==> src/rtl/fxp_ln.sv <==
// fxp_ln: iterative fixed-point natural logarithm y = ln(x), Q(31-F).F in and out.
// Normalise x = m*2^k, extract log2(m) one bit per cycle by repeated squaring,
// then scale the log2 value by ln2 with round-half-up.
// Optional build macro: LN_DOMAIN_ERR_EN adds the m_axis_data_tuser domain-error flag.
module fxp_ln #(
    parameter int FRAC_BITS  = 12,
    parameter int GUARD_BITS = 4
) (
    input  logic        aclk,
    input  logic        aresetn,
    input  logic [31:0] s_axis_data_tdata,
    input  logic        s_axis_data_tvalid,
    output logic        s_axis_data_tready,
    output logic [31:0] m_axis_data_tdata,
    output logic        m_axis_data_tvalid,
    input  logic        m_axis_data_tready
`ifdef LN_DOMAIN_ERR_EN
    ,
    output logic        m_axis_data_tuser
`endif
);

    localparam int ITERS = FRAC_BITS + GUARD_BITS;
    localparam int CW    = $clog2(ITERS + 1);
    localparam logic [31:0] LN2_Q32 = 32'hB17217F8;

    typedef enum logic [2:0] {IDLE, NORM, ITER, SCALE, DONE} state_t;

    state_t             state;
    logic [31:0]        x_q;
    logic signed [7:0]  k_q;
    logic [31:0]        m_q;
    logic [ITERS-1:0]   frac_q;
    logic [CW-1:0]      cnt;

    logic [4:0]         lead;
    logic [31:0]        m_norm;
    logic signed [7:0]  k_norm;
    logic [63:0]        sq;
    logic [31:0]        m_sq;
    logic signed [39:0] l_val;
    logic signed [71:0] p_val;
    logic [71:0]        rnd;
    logic [31:0]        result;
    logic               unused_bits;

    // Leading-one index of the latched operand (operand is known positive here)
    always_comb begin
        lead = '0;
        for (int i = 0; i < 31; i++) begin
            if (x_q[i]) lead = 5'(i);
        end
    end

    assign m_norm = x_q << (5'd30 - lead);
    assign k_norm = 8'({3'b000, lead}) - 8'(FRAC_BITS);

    // Square of the mantissa; Q2.30 * Q2.30 -> Q4.60, keep Q2.30 window
    assign sq   = {32'd0, m_q} * {32'd0, m_q};
    assign m_sq = sq[61:30];

    // log2 value in units of 2^-(F+G); low bits of the shifted exponent are zero
    assign l_val  = ($signed({{32{k_q[7]}}, k_q}) <<< ITERS)
                  + $signed({{(40-ITERS){1'b0}}, frac_q});
    assign p_val  = $signed({{32{l_val[39]}}, l_val}) * $signed({40'd0, LN2_Q32});
    assign rnd    = p_val + (72'sd1 <<< (31 + GUARD_BITS));
    assign result = rnd[32+GUARD_BITS +: 32];

    assign unused_bits = ^{sq[63:62], sq[29:0], rnd[71:64+GUARD_BITS], rnd[31+GUARD_BITS:0]};

    // Main control FSM and datapath registers
    always_ff @(posedge aclk) begin
        if (!aresetn) begin
            state              <= IDLE;
            s_axis_data_tready <= 1'b1;
            m_axis_data_tvalid <= 1'b0;
            m_axis_data_tdata  <= '0;
            x_q                <= '0;
            k_q                <= '0;
            m_q                <= '0;
            frac_q             <= '0;
            cnt                <= '0;
        end else begin
            case (state)
                IDLE: begin
                    if (s_axis_data_tvalid) begin
                        x_q                <= s_axis_data_tdata;
                        s_axis_data_tready <= 1'b0;
                        if ($signed(s_axis_data_tdata) <= 32'sd0) begin
                            m_axis_data_tdata  <= 32'h8000_0000;
                            m_axis_data_tvalid <= 1'b1;
                            state              <= DONE;
                        end else begin
                            state <= NORM;
                        end
                    end
                end
                NORM: begin
                    k_q    <= k_norm;
                    m_q    <= m_norm;
                    frac_q <= '0;
                    cnt    <= '0;
                    state  <= ITER;
                end
                ITER: begin
                    frac_q <= {frac_q[ITERS-2:0], m_sq[31]};
                    m_q    <= m_sq[31] ? (m_sq >> 1) : m_sq;
                    cnt    <= cnt + CW'(1);
                    if (cnt == CW'(ITERS - 1)) state <= SCALE;
                end
                SCALE: begin
                    m_axis_data_tdata  <= result;
                    m_axis_data_tvalid <= 1'b1;
                    state              <= DONE;
                end
                DONE: begin
                    if (m_axis_data_tready) begin
                        m_axis_data_tvalid <= 1'b0;
                        s_axis_data_tready <= 1'b1;
                        state              <= IDLE;
                    end
                end
                default: state <= IDLE;
            endcase
        end
    end

`ifdef LN_DOMAIN_ERR_EN
    // Domain-error flag, loaded alongside the result and held with it
    always_ff @(posedge aclk) begin
        if (!aresetn) begin
            m_axis_data_tuser <= 1'b0;
        end else if (state == IDLE && s_axis_data_tvalid) begin
            m_axis_data_tuser <= ($signed(s_axis_data_tdata) <= 32'sd0);
        end
    end
`endif

endmodule
==> config.mk <==
export PLATFORM = sky130hd
export DESIGN_NAME = fxp_ln
export DESIGN_NICKNAME = d
export VERILOG_FILES = /design/src/rtl/fxp_ln.sv
export SDC_FILE = /design/constraint.sdc
export NUM_CORES = 2
export LEC_CHECK = 0
export CAP_MARGIN = 0
export CORE_MARGIN = 4
export CORE_UTILIZATION = 53
export CTS_CLUSTER_SIZE = 25
export DETAILED_ROUTE_END_ITERATION = 8
export PLACE_DENSITY = 0.69
export SETUP_SLACK_MARGIN = 0.3
export SLEW_MARGIN = 5
export SYNTH_ARGS = -nofsm -noshare
export SYNTH_HDL_FRONTEND = slang
export SYNTH_SLANG_ARGS = --single-unit
==> constraint.sdc <==
create_clock -name aclk -period 10.3 [get_ports aclk]
set_input_delay 2.06 -clock aclk [delete_from_list [all_inputs] [get_ports aclk]]
set_output_delay 2.06 -clock aclk [all_outputs]
set_load 0.1 [all_outputs]
==> flow_summary.json <==
{
  "root_buffer": "clkbuf_16",
  "holdPathStages": 2,
  "routed_via_density": 5.560,
  "grtUsageTotal_pct": 27.62,
  "ys_types": 94,
  "grt_max_degree": 45,
  "grt-ovfl-total": 0,
  "gp_congestion": 0.9581,
  "peakVddDrop_mv": 0.1234,
  "slew_violations": 0,
  "skew_ns": 0.01487,
  "syn_inst": 5181,
  "crit_path_max_fanout": 22,
  "holdBufCountCts": 0,
  "cellPowerDensity_nw_per_um2": 79.58,
  "grt_pass1_vias": 37650,
  "fill_cells": 7908,
  "slew_headroom_pct": 29.70,
  "maxCapViolations": 0,
  "ant_nets": 0,
  "cp.buffers_inverters": 2,
  "cts_tree": "done",
  "cpLargestDelayFamily": "adder cells",
  "post-route-period-util_pct": 92.23,
  "port_buffers": 69,
  "synth-edff-count": 0,
  "min_period_ns": 9.500,
  "rsz0062_at_grt": "no",
  "drive_gt1_share_pct": 3.674,
  "cp.arrival_ns": 9.82,
  "syn-num-nets": 6780,
  "final_cell_mix": "1395 x inv_1, 1026 x fa_1, 537 x ha_1",
  "grt_pass1_wl_mm": 204.8,
  "leakage_nw": 27.32,
  "drt_wl_total_mm": 125.5,
  "layout.nets": 6730,
  "ys_ff_latch": 118,
  "cts_sinks": 118,
  "min_from": "m_axis_data_tdata[13]",
  "ys_seq_area_share_pct": 5.009,
  "remaining_drc_errors": 0,
  "hold_viol_final": 0,
  "drt-initial-drc-count": 2632,
  "fmax_mhz": 105.3,
  "cp_cell_sequence": "buf_4, nand2_1, fa_1, fa_1, fa_1, fa_1, inv_1, fa_1, fa_1, fa_1, fa_1, ha_1, nand4_1, nor2_1, nand3_1, a2111oi_2, o21ai_1, a211o_1, a211oi_1, nor3_1, or4_1, a31oi_1",
  "synthArstFlopShare_pct": 0,
  "firstDrtPassIters": 8,
  "worstSetupStartpointType": "flop",
  "avgSynthCellArea_um2": 9.102,
  "status": "finished clean",
  "area_growth_pct": 5.187,
  "routedWlPerCell_um": 19.89,
  "rr_endpoint": "m_q[22]",
  "boundaryPins": 70,
  "required_ns": 10.62,
  "path_class": "flop to flop",
  "setup_viol": 0,
  "final_common_cell": "inv_1",
  "hold_path_class": "flop to flop",
  "synth_area_um2": 47160,
  "end_kind": "flop",
  "worstMarginPinSlew_ns": 1.041,
  "place_hpwl_mm": 104.0,
  "start_util_pct": 53.36,
  "clk_pin_slew_worst_paths_ns": 0.06,
  "rows": 109,
  "ff2ff_setup_slack_ns": 0.80,
  "cp.depth": 22,
  "cts_buffers": 17,
  "crit_path_max_incr_delay_ns": 0.77,
  "r2r_cells": 22,
  "fp.dieW_um": 306.3,
  "core_area_um2": 88370,
  "slowest_stage": "dfxtp_1",
  "cts_buffer_depth": 2,
  "htreeDepth": 4,
  "num_vias": 35080,
  "final_cells": 6310,
  "setup_tns_ns": 0,
  "dieArea_um2": 93810,
  "insertion_delay_ns": 0.45,
  "synth_ff_type": "dfxtp_1",
  "cpMostUsedCell": "fa_1",
  "dpl.cell_count": 6274,
  "die_h_um": 306.3,
  "r2r_start": "m_q[8]",
  "grt_antenna_before_repair": 1,
  "min_to": "m_axis_data_tdata[13]",
  "synth_warnings": 0
}
## registers in the layout (all words and copies together) (netlist names)
register	flops
s_axis_data_tready	1
k_q	6
cnt	5
m_q	32
frac_q	16
m_axis_data_tvalid	1
state	3
m_axis_data_tdata	22
x_q	32
## metrics by stage
step,total power [mW],hold slack [ns],util (%),instance area (µm²),worst slack (ns)
floorplan,2.471,0.4366,-,47160,2.281
global placement,3.247,0.4436,55.42,48980,0.8340
detailed placement,3.273,0.4456,55.42,48980,0.6667
CTS,3.922,0.4627,56.09,49570,0.6301
global route,4.259,0.4855,56.13,49600,0.5092
finish,3.948,0.4656,56.13,49600,0.8001
## tightest hold or removal path: cells and delay by family (launching register included)
kind | cells | cell delay [ns]
AOI/OAI and AO/OA | 1 | 0.06
and+or+nand+nor | 1 | 0.05
DFF | 1 | 0.33
## cells by family (layout without fill, tap and decap cells)
group | after synthesis | after routing | synth area share, %
muxes | 80 | 80 | 2.521
and+or+nand+nor | 1124 | 1124 | 11.46
DFF | 118 | 118 | 5.009
adders and majority gates | 1563 | 1563 | 57.80
xor gates and xnor gates | 83 | 83 | 1.573
AOI/OAI and AO/OA | 605 | 605 | 8.623
buffers and inverters | 1608 | 1571 | 13.01
other | 0 | 1 | 0
## layout make-up
type	instances	area, µm²	area share, %
Multi-Input combinational cell	3455	38700	78.02
Inverter	1402	5263	10.61
Sequential cell	118	2371	4.780
Tap cell	1165	1458	2.939
Timing Repair Buffer	137	1214	2.447
Clock buffer	17	425.4	0.8576
Clock inverter	15	168.9	0.3405
Antenna cell	1	2.502	0.005045
## synth_stat cells (14+ instances only)
cell / count / share of area (%)
xor2_1: 34 / 0.63
inv_1: 1396 / 11
fa_1: 1026 / 44
and2_1: 196 / 2.6
o21a_1: 16 / 0.25
o21ai_0: 105 / 1.1
buf_2: 17 / 0.18
nor3_1: 43 / 0.46
xnor2_1: 47 / 0.87
a21o_1: 51 / 0.81
a22oi_1: 26 / 0.41
nand2_1: 475 / 3.8
clkbuf_1: 166 / 1.3
mux2i_1: 43 / 0.91
mux4_2: 24 / 1.1
nand4_1: 31 / 0.41
nor2_1: 186 / 1.5
a31oi_1: 24 / 0.32
nor4_1: 18 / 0.24
nand3_1: 50 / 0.53
or2_2: 17 / 0.23
ha_1: 537 / 14
a211oi_1: 28 / 0.45
o211ai_1: 22 / 0.35
a21oi_1: 168 / 1.8
dfxtp_1: 118 / 5.0
buf_4: 14 / 0.22
nand2b_1: 17 / 0.23
## routing by layer
metal / share of wire, % / track usage [%] / wire [µm]
met4: 3.2 / 7.784 / 4043
met2: 48 / 45.94 / 60180
met1: 41 / 37.62 / 52000
met5: 0 / 0 / 0
met3: 7.4 / 4.607 / 9259
## timing repair
| item | in CTS | in global routing |
|---|---|---|
| buffers inserted | 0 | 3 |
| setup endpoints to repair | 0 | 16 |
| gates resized for setup | 0 | 7 |
## where the power goes
group | internal [mW] | leakage (nW) | total [mW] | switching, mW
sequential | 0.488 | 0.963 | 0.596 | 0.108
clock | 0.362 | 0.288 | 0.622 | 0.260
combinational | 1.02 | 26.1 | 2.73 | 1.71
total | 1.87 | 27.3 | 3.95 | 2.08
## worst max-delay path by stage
stage,startpoint,to,slack [ns]
after global routing,m_q[8],m_q[3],0.51
after floorplan,m_q[13],m_q[27],2.28
after CTS,m_q[10],m_q[3],0.63
final,m_q[8],m_q[22],0.80
after global placement,m_q[20],m_q[17],0.83
after detailed placement,m_q[10],m_q[3],0.67
(Power assumes the default switching activity.)
